$ cat config.mk
export PLATFORM = sky130hd
export DESIGN_NAME = chrono_ctrl_flat
export DESIGN_NICKNAME = d
export VERILOG_FILES = /design/src/rtl/chrono_pkg.sv /design/src/rtl/chrono_if.sv /design/src/rtl/chrono_prescaler.sv /design/src/rtl/chrono_ctrl.sv /design/src/flat_wrapper.sv
export SDC_FILE = /design/constraint.sdc
export NUM_CORES = 1
export LEC_CHECK = 0
export CAP_MARGIN = 20
export CORE_AREA = 2 2 68 54
export CTS_BUF_LIST = sky130_fd_sc_hd__clkbuf_16
export DETAILED_ROUTE_END_ITERATION = 10
export DIE_AREA = 0 0 70 56
export GPL_TIMING_DRIVEN = 0
export PLACE_DENSITY = 0.9
export SYNTH_ARGS = -nofsm -noshare
export SYNTH_HDL_FRONTEND = slang
export SYNTH_SLANG_ARGS = --single-unit
$ cat constraint.sdc
create_clock -name CLOCK_50 -period 4.3 [get_ports CLOCK_50]
set_input_delay 0.86 -clock CLOCK_50 [delete_from_list [all_inputs] [get_ports CLOCK_50]]
set_output_delay 0.86 -clock CLOCK_50 [all_outputs]
set_load 0.03 [all_outputs]
$ cat src/rtl/chrono_pkg.sv
// Shared definitions for the stopwatch controller: state encodings, display width,
// wrap time and default clock rates.
package chrono_pkg;

  localparam int BCD_W = 24;
  localparam logic [BCD_W-1:0] MAX_TIME = 24'h595999;

  localparam int DEF_CLK_HZ  = 50_000_000;
  localparam int DEF_TICK_HZ = 100;

  typedef enum logic [1:0] {
    ST_IDLE  = 2'd0,
    ST_RUN   = 2'd1,
    ST_PAUSE = 2'd2,
    ST_LAP   = 2'd3
  } state_t;

  function automatic logic is_running(input state_t s);
    return (s == ST_RUN) || (s == ST_LAP);
  endfunction

endpackage

$ cat src/rtl/chrono_if.sv
// Signal bundle between the stopwatch controller (master) and the button /
// BCD counter / display side (slave).
interface chrono_if;
  import chrono_pkg::*;

  // Handshake: there is no valid/ready pair. Each *_btn is a one-cycle strobe
  // consumed on the rising edge that samples it; tick_en and cnt_clr are
  // one-cycle strobes to the counter; time_bcd, disp_bcd, running and state
  // are level signals valid every cycle.
  logic             start_btn;
  logic             lap_btn;
  logic             clr_btn;
  logic [BCD_W-1:0] time_bcd;
  logic             tick_en;
  logic             cnt_clr;
  logic [BCD_W-1:0] disp_bcd;
  logic             running;
  state_t           state;

  modport master (
    input  start_btn, lap_btn, clr_btn, time_bcd,
    output tick_en, cnt_clr, disp_bcd, running, state
  );

  modport slave (
    output start_btn, lap_btn, clr_btn, time_bcd,
    input  tick_en, cnt_clr, disp_bcd, running, state
  );

endinterface

$ cat src/rtl/chrono_prescaler.sv
// Divides the system clock down to the stopwatch tick: counts 0..DIV-1 while
// enabled, holds when disabled, and emits a one-cycle tick after each wrap.
module chrono_prescaler #(
  parameter int DIV = 500_000
) (
  input  logic clk,
  input  logic rst_n,
  input  logic en,
  input  logic clr,
  output logic tick
);

  localparam int CNT_W = (DIV > 2) ? $clog2(DIV) : 1;
  localparam logic [CNT_W-1:0] LAST = CNT_W'(DIV - 1);

  logic [CNT_W-1:0] cnt_q;
  logic             tick_q;

  // The wrap pulse is registered so it appears exactly DIV cycles after the
  // start edge; a stop on the wrap edge still delivers that final tick.
  always_ff @(posedge clk or negedge rst_n) begin
    if (!rst_n) begin
      cnt_q  <= '0;
      tick_q <= 1'b0;
    end else if (clr) begin
      cnt_q  <= '0;
      tick_q <= 1'b0;
    end else if (en) begin
      if (cnt_q == LAST) begin
        cnt_q  <= '0;
        tick_q <= 1'b1;
      end else begin
        cnt_q  <= cnt_q + 1'b1;
        tick_q <= 1'b0;
      end
    end else begin
      tick_q <= 1'b0;
    end
  end

  assign tick = tick_q;

endmodule

$ cat src/rtl/chrono_ctrl.sv
// Stopwatch controller: start/stop/lap/clear FSM, tick prescaler and display mux.
// Define CHRONO_LAP_EN to build the LAP state and lap-time freeze register.
module chrono_ctrl
  import chrono_pkg::*;
#(
  parameter int CLK_HZ  = DEF_CLK_HZ,
  parameter int TICK_HZ = DEF_TICK_HZ
) (
  input  logic     CLOCK_50,
  input  logic     RST,
  chrono_if.master bus
);

  localparam int DIV = CLK_HZ / TICK_HZ;

  state_t state_q;
  state_t state_d;
  logic   clr_acc;
  logic   cnt_clr_q;
  logic   run_now;
`ifdef CHRONO_LAP_EN
  logic             lap_cap;
  logic [BCD_W-1:0] lap_q;
`endif

  always_ff @(posedge CLOCK_50 or negedge RST) begin
    if (!RST) begin
      state_q   <= ST_IDLE;
      cnt_clr_q <= 1'b0;
    end else begin
      state_q   <= state_d;
      cnt_clr_q <= clr_acc;
    end
  end

  // Priority start > lap > clr; a pulse illegal in the current state does not
  // block a lower-priority legal one.
  always_comb begin
    state_d = state_q;
    clr_acc = 1'b0;
`ifdef CHRONO_LAP_EN
    lap_cap = 1'b0;
`endif
    case (state_q)
      ST_IDLE: begin
        if (bus.start_btn)    state_d = ST_RUN;
        else if (bus.clr_btn) clr_acc = 1'b1;
      end
      ST_RUN: begin
        if (bus.start_btn) state_d = ST_PAUSE;
`ifdef CHRONO_LAP_EN
        else if (bus.lap_btn) begin
          state_d = ST_LAP;
          lap_cap = 1'b1;
        end
`endif
      end
      ST_PAUSE: begin
        if (bus.start_btn) state_d = ST_RUN;
        else if (bus.clr_btn) begin
          state_d = ST_IDLE;
          clr_acc = 1'b1;
        end
      end
`ifdef CHRONO_LAP_EN
      ST_LAP: begin
        if (bus.start_btn)    state_d = ST_PAUSE;
        else if (bus.lap_btn) state_d = ST_RUN;
      end
`endif
      default: state_d = ST_IDLE;
    endcase
  end

  assign run_now = is_running(state_q);

  chrono_prescaler #(
    .DIV (DIV)
  ) u_prescaler (
    .clk   (CLOCK_50),
    .rst_n (RST),
    .en    (run_now),
    .clr   (clr_acc),
    .tick  (bus.tick_en)
  );

  assign bus.cnt_clr = cnt_clr_q;
  assign bus.running = run_now;
  assign bus.state   = state_q;

`ifdef CHRONO_LAP_EN
  always_ff @(posedge CLOCK_50 or negedge RST) begin
    if (!RST)         lap_q <= '0;
    else if (lap_cap) lap_q <= bus.time_bcd;
  end

  assign bus.disp_bcd = (state_q == ST_LAP) ? lap_q : bus.time_bcd;
`else
  assign bus.disp_bcd = bus.time_bcd;
`endif

endmodule

$ cat src/flat_wrapper.sv
// flat-port wrapper written by rule: the top's interface ports become plain ports
module chrono_ctrl_flat import chrono_pkg::*;
#(
  parameter int CLK_HZ  = DEF_CLK_HZ,
  parameter int TICK_HZ = DEF_TICK_HZ
)
  (CLOCK_50, RST, bus_start_btn, bus_lap_btn, bus_clr_btn, bus_time_bcd, bus_tick_en, bus_cnt_clr, bus_disp_bcd, bus_running, bus_state);
  chrono_if bus_i ();
  input  logic CLOCK_50;
  input  logic RST;
  input wire logic [$bits(bus_i.start_btn)-1:0] bus_start_btn;
  input wire logic [$bits(bus_i.lap_btn)-1:0] bus_lap_btn;
  input wire logic [$bits(bus_i.clr_btn)-1:0] bus_clr_btn;
  input wire logic [$bits(bus_i.time_bcd)-1:0] bus_time_bcd;
  output wire logic [$bits(bus_i.tick_en)-1:0] bus_tick_en;
  output wire logic [$bits(bus_i.cnt_clr)-1:0] bus_cnt_clr;
  output wire logic [$bits(bus_i.disp_bcd)-1:0] bus_disp_bcd;
  output wire logic [$bits(bus_i.running)-1:0] bus_running;
  output wire logic [$bits(bus_i.state)-1:0] bus_state;
  assign bus_i.start_btn = bus_start_btn;
  assign bus_i.lap_btn = bus_lap_btn;
  assign bus_i.clr_btn = bus_clr_btn;
  assign bus_i.time_bcd = bus_time_bcd;
  assign bus_tick_en = bus_i.tick_en;
  assign bus_cnt_clr = bus_i.cnt_clr;
  assign bus_disp_bcd = bus_i.disp_bcd;
  assign bus_running = bus_i.running;
  assign bus_state = bus_i.state;
  chrono_ctrl #(.CLK_HZ(CLK_HZ), .TICK_HZ(TICK_HZ)) u_core (.CLOCK_50(CLOCK_50), .RST(RST), .bus(bus_i));
endmodule
==> results.yml, run 1 <==
outcome:
  status: "finished, final reports clean"
yosys:
  synth-edff-count: 0
  synth_area_sq_um: 1444
  async_flop_share_pct: 100.0
  ys_types: 36
  syn_inst: 161
  synth_nets: 191
  synth_seq_area_share_pct: 39.86
  avgSynthCellArea_sq_um: 8.968
  synth_flop_cell: "dfrtp_1"
  ys_ff_latch: 23
  yosys_warnings: 0
cts:
  cts.sinks: 23
  clockBufferDepth: 2
  cts_inserted_buffers: 3
  cts_resized: 0
  clk_pin_slew_ps: 60
  root_buffer: "clkbuf_16"
  cts_max_level: 1
  hold_buffers: 0
  cts_tree: "done"
  post-cts-setup-buffers: 0
  clock_latency_ps: 260
sta:
  setup_viol: 0
  rsz0062_at_grt: "false"
  finalHoldViolCount: 0
  finalCritPeriodShare_pct: 62.38
  clock_skew_ps: 2.865
  max_freq_mhz: 372.8
  post-route-min-period_ps: 2682
  drv_slew: 0
  tns_ps: 0
  worst_slew_pin_slew_ps: 613.6
  timing.slew.headroom_pct: 58.97
floorplanning:
  rows: 18
  core-area_sq_um: 3198
  die_x_um: 70
  start_util_pct: 45.15
  die_area_sq_um: 3920
  ioPinCount: 58
  fp.dieH_um: 56
worst_hold_path:
  min_path_type: "flop to flop"
routing:
  via_per_inst: 5.466
  wl_met2_mm: 1.541
  drt_wl_total_mm: 3.170
  vias: 1301
  drt-initial-drc-count: 177
  drc: 0
  wl_per_cell_um: 13.32
  highest_layer: "met4"
  final_antenna_net_count: 0
  met3_length_um: 185
  wl_met1_mm: 1.430
  first_pass_iters: 4
grt:
  grt.total_usage_pct: 16.84
  grt_overflow: 0
  grt_max_degree: 24
  grt_first_pass_wirelength_mm: 5.492
  antenna_found_initial: 0
  grt_pass1_vias: 1233
finish:
  multi_input_area_sq_um: 626.9
  syn_to_final_growth_pct: 32.24
  final_common_cell: "clkdlybuf4s50_1"
  post-route-util_pct: 59.70
  ff_latch_area_sq_um: 575.6
  final_cell_mix: "clkdlybuf4s50_1, buf_4, dfrtp_1, nand2_1, nor2_1"
  layout.nets: 229
  n_fill_cell: 274
  drive_gt1_share_pct: 19.19
  diodes: 0
setup_path:
  required_ps: 4470
  reg2reg_setup_slack_ps: 2200
  critPathSlowestCell: "clkdlybuf4s50_1"
  crit_chain: "clkdlybuf4s50_1 > nor2_1 > and2_1 > nor2_1 > clkbuf_1 > o21ai_0 > o21ai_0"
  path_class: "input port to flop"
  cp_data_arrival_time_ps: 2850
  start_kind: "input port"
  cp-end-kind: "flop"
  cpPeakStageDelay_ps: 530
  cp_max_fo: 10
place:
  gp_congestion: 0.8140
  io_buffer_count: 32
  dpl.hpwl_mm: 2.366
pwr:
  p_leak_nw: 0.8479
  powerDensity_nw_per_um2: 352.4
  max-vdd-ir-drop_mv: 0.2156
  total_power_w: 0.0006728
flow_run:
  maxCapViolCount: 0
[synth_stat cells, types with 2 or more instances]
master,instances,share of area (%)
a21oi_1,6,2.1
nand3b_1,2,1.0
inv_1,4,1.0
buf_4,25,13
nand3_1,9,3.1
nand4_1,9,3.9
and2_1,2,0.87
a22o_1,4,2.4
a221o_1,4,2.8
o21ai_0,5,1.7
clkbuf_1,3,0.78
nor2_1,15,3.9
xor2_1,2,1.2
or4_4,2,1.6
and3_1,3,1.3
mux2_2,2,1.6
buf_6,2,1.6
dfrtp_1,23,40
nor3_1,3,1.0
or4_1,3,1.6
nand2_1,17,4.4
a31oi_1,2,0.87
[critical path, delay by kind of cell]
family          cells  cell delay (ps)
buf+inv             2              980
simple gates        3              740
compound gates      2              270
[sequential cells by signal, indices dropped and copies added (netlist names)]
name / cells
u_core.u_prescaler.cnt_q: 19
u_core.bus.cnt_clr: 1
u_core.u_prescaler.tick: 1
u_core.bus.state: 2
[cells by family (layout without fill, tap and decap cells)]
group,Yosys count,count (layout),share of synthesized area (%)
AND/OR/NAND/NOR,70,70,25.74
buffers and inverters,35,72,16.72
AO/OA/AOI/OAI,27,27,13.43
flip-flops,23,23,39.86
XOR/XNOR,3,3,1.820
multiplexers,2,2,1.560
adder cells (fa/ha/maj),1,1,0.8664
[path summary, 6_finish.rpt]
path | from | to | depth (start not counted)
worst max register to register | u_core.u_prescaler.cnt_q[1] | u_core.u_prescaler.cnt_q[16] | 5
min in group asynchronous | RST | u_core.u_prescaler.cnt_q[7] | 1
worst min-delay path | u_core.u_prescaler.cnt_q[5] | u_core.u_prescaler.cnt_q[5] | 2
worst max-delay path | bus_start_btn | u_core.u_prescaler.cnt_q[2] | 7
max in group asynchronous | RST | u_core.u_prescaler.cnt_q[15] | 2
worst min register to register | u_core.u_prescaler.cnt_q[5] | u_core.u_prescaler.cnt_q[5] | 2
[power by group]
part           internal, W  switching [W]  total (W)  leakage, nW
Sequential        0.000244      0.0000346   0.000279        0.312
Clock             0.000125      0.0000767   0.000202       0.0409
Combinational    0.0000864       0.000106   0.000192        0.495
Total             0.000455       0.000217   0.000673        0.848
[metal layers]
layer	vias up	global-route usage, %
met4	0	1.648
met3	2	3.804
met1	618	22.86
li1	632	-
met2	49	28.44
met5	-	0
[final cells by class]
| cell class | instances | area share (%) |
|---|---|---|
| plain buffers | 31 | 11.86 |
| clock buffers | 3 | 3.932 |
| clock inverters | 1 | 0.2621 |
| inverters | 4 | 0.7864 |
| multi-input cells | 103 | 32.83 |
| flip-flops and latches | 23 | 30.14 |
| well taps | 40 | 2.621 |
| repair buffers | 33 | 17.56 |
[per-stage QoR]
step                      setup slack [ps]  cells  area (sq um)  hold WS, ps
after floorplan                       2343    161          1444        517.1
final                                 1618    238          1909        571.5
after CTS                             1614    237          1894        575.0
after global placement                1438    233          1814        551.4
after global routing                  1418    238          1909        602.6
after detailed placement              1356    233          1814        558.4
Note: power is estimated with default switching activity, not from simulation.
==> run 2: changes to the inputs <==
CORE_AREA = 2 2 74 58   (was 2 2 68 54)
DIE_AREA = 0 0 76 60   (was 0 0 70 56)
PLACE_DENSITY = 0.82   (was 0.9)
clock period = 2.41 ns   (was 4.3 ns; I/O delays follow)
==> run 2 against run 1 <==
Net effect: via count up 0.69%; clock skew rose by 4.1 ps; critical path depth stayed put; clock power up 76%; cell count increased by 6.3%; sequential share of layout area shrank 0.52 points; power increased by 79%; register-to-register slack got worse by 1900 ps; flip-flop and latch count unchanged; final area up 1.8%; hold slack got worse by 75 ps; utilization down 9.6 points; critical path type unchanged; largest cell class unchanged.
==> results.yml, run 2 (synthesized netlist as in run 1, its figures left out) <==
sta:
  finalHoldViolCount: 0
  timing.slew.headroom_pct: 68.31
  finalCritPeriodShare_pct: 89.06
  max_freq_mhz: 465.9
  worst_slew_pin_slew_ps: 475.4
  setup_viol: 0
  rsz0062_at_grt: "false"
  clock_skew_ps: 6.997
  tns_ps: 0
  post-route-min-period_ps: 2146
  drv_slew: 0
place:
  gp_congestion: 0.8827
  dpl.hpwl_mm: 2.521
  io_buffer_count: 32
worst_hold_path:
  min_path_type: "input port to asynchronous set/reset pin"
cts:
  clk_pin_slew_ps: 60
  clockBufferDepth: 2
  cts_max_level: 1
  cts_inserted_buffers: 3
  clock_latency_ps: 260
  cts.sinks: 23
  post-cts-setup-buffers: 0
  root_buffer: "clkbuf_16"
  cts_tree: "done"
routing:
  first_pass_iters: 4
  drt_wl_total_mm: 3.503
  drc: 0
  via_per_inst: 5.178
  final_antenna_net_count: 0
  wl_per_cell_um: 13.85
  vias: 1310
  drt-initial-drc-count: 109
pwr:
  max-vdd-ir-drop_mv: 0.3657
  p_leak_nw: 0.8533
  total_power_w: 0.001206
  powerDensity_nw_per_um2: 620.8
setup_path:
  cp-end-kind: "flop"
  crit_chain: "clkdlybuf4s50_1 > nor2_1 > and2_1 > nor2_2 > clkbuf_1 > o21ai_0 > o21ai_0"
  start_kind: "input port"
  path_buf_inv: 2
  path_class: "input port to flop"
  cpPeakStageDelay_ps: 520
  cp_common_cell: "o21ai_0"
  cp_data_arrival_time_ps: 2320
  critical-path-top-delay-family: "buffers and inverters"
  required_ps: 2580
  critPathSlowestCell: "clkdlybuf4s50_1"
  cp_max_fo: 10
grt:
  grt_first_pass_wirelength_mm: 5.520
  grt_max_degree: 24
  antenna_found_initial: 0
  grt_pass1_vias: 1191
  grt_overflow: 0
  grt.total_usage_pct: 15.58
finish:
  multi_input_area_sq_um: 629.4
  largest-register: "u_core.u_prescaler.cnt_q"
  largest_reg_flops: 19
  n_fill_cell: 351
  final_cell_mix: "clkdlybuf4s50_1, buf_4, dfrtp_1, nand2_1, nor2_1"
  syn_to_final_growth_pct: 34.58
  diodes: 0
  final_common_cell: "clkdlybuf4s50_1"
  drive_gt1_share_pct: 19.70
  layout.nets: 229
  ff_latch_area_sq_um: 575.6
floorplanning:
  die_area_sq_um: 4560
  ioPinCount: 58
  die_x_um: 76
  fp.dieH_um: 60
  start_util_pct: 37.23
  rows: 20
  core-area_sq_um: 3879
outcome:
  status: "finished, final reports clean"
flow_run:
  maxCapViolCount: 0
[run 2: area by class of cell]
class | instances | area share, %
Buffer | 31 | 11.65
Clock buffer | 3 | 3.863
Tap cell | 55 | 3.542
Multi-Input combinational cell | 103 | 32.39
Inverter | 4 | 0.7727
Timing Repair Buffer | 33 | 17.90
Clock inverter | 1 | 0.2576
Sequential cell | 23 | 29.62
[run 2: metrics by stage]
step | util [%] | instances | worst slack [ps] | area, sq um | hold WS (ps)
5_1_grt | 50.10 | 253 | 88.66 | 1943 | 526.4
3_3_place_gp | 47.26 | 248 | -123.5 | 1833 | 543.2
6_report | 50.10 | 253 | 263.7 | 1943 | 496.9
3_5_place_dp | 47.26 | 248 | -163.2 | 1833 | 545.5
2_1_floorplan | - | 161 | 541.9 | 1444 | 186.4
4_1_cts | 49.32 | 252 | 99.01 | 1913 | 559.9
[run 2: worst register-to-register path, stage by stage (launching register included)]
cell and delay [ps]:
dfrtp_1 450, nor4b_2 340, nand3_1 160, o41a_1 450, buf_6 160, buf_2 190, a31oi_1 180, nand2_1 70
[run 2: final timing paths]
kind | start | to | slack [ps] | cells after the start
setup / recovery | bus_start_btn | u_core.u_prescaler.cnt_q[2] | 260 | 7
hold / removal | RST | u_core.u_prescaler.cnt_q[7] | 500 | 1
setup reg to reg | u_core.u_prescaler.cnt_q[14] | u_core.u_prescaler.cnt_q[3] | 300 | 7
hold reg to reg | u_core.bus.state[1] | u_core.bus.state[1] | 560 | 2
max in group asynchronous | RST | u_core.u_prescaler.cnt_q[16] | 1500 | 2
min in group CLOCK_50 | u_core.bus.state[1] | u_core.bus.state[1] | 560 | 2
[run 2: report_power, final]
part | switching (W) | internal [W]
Combinational | 0.000195 | 0.000157
Sequential | 0.0000621 | 0.000435
Clock | 0.000133 | 0.000223
[run 2: repair_timing]
action / 4_1_cts / 5_1_grt
hold buffers: 0 / 0
gates resized for setup: 0 / 1
setup endpoints to repair: 0 / 8
[run 2: layer usage]
layer  GRT usage (%)  vias up  routed length, um
li1                -      634                  -
met1           20.02      612               1597
met2           26.53       58               1663
met3           3.776        6                211
met4           4.935        0                 31
met5               0        -                  0
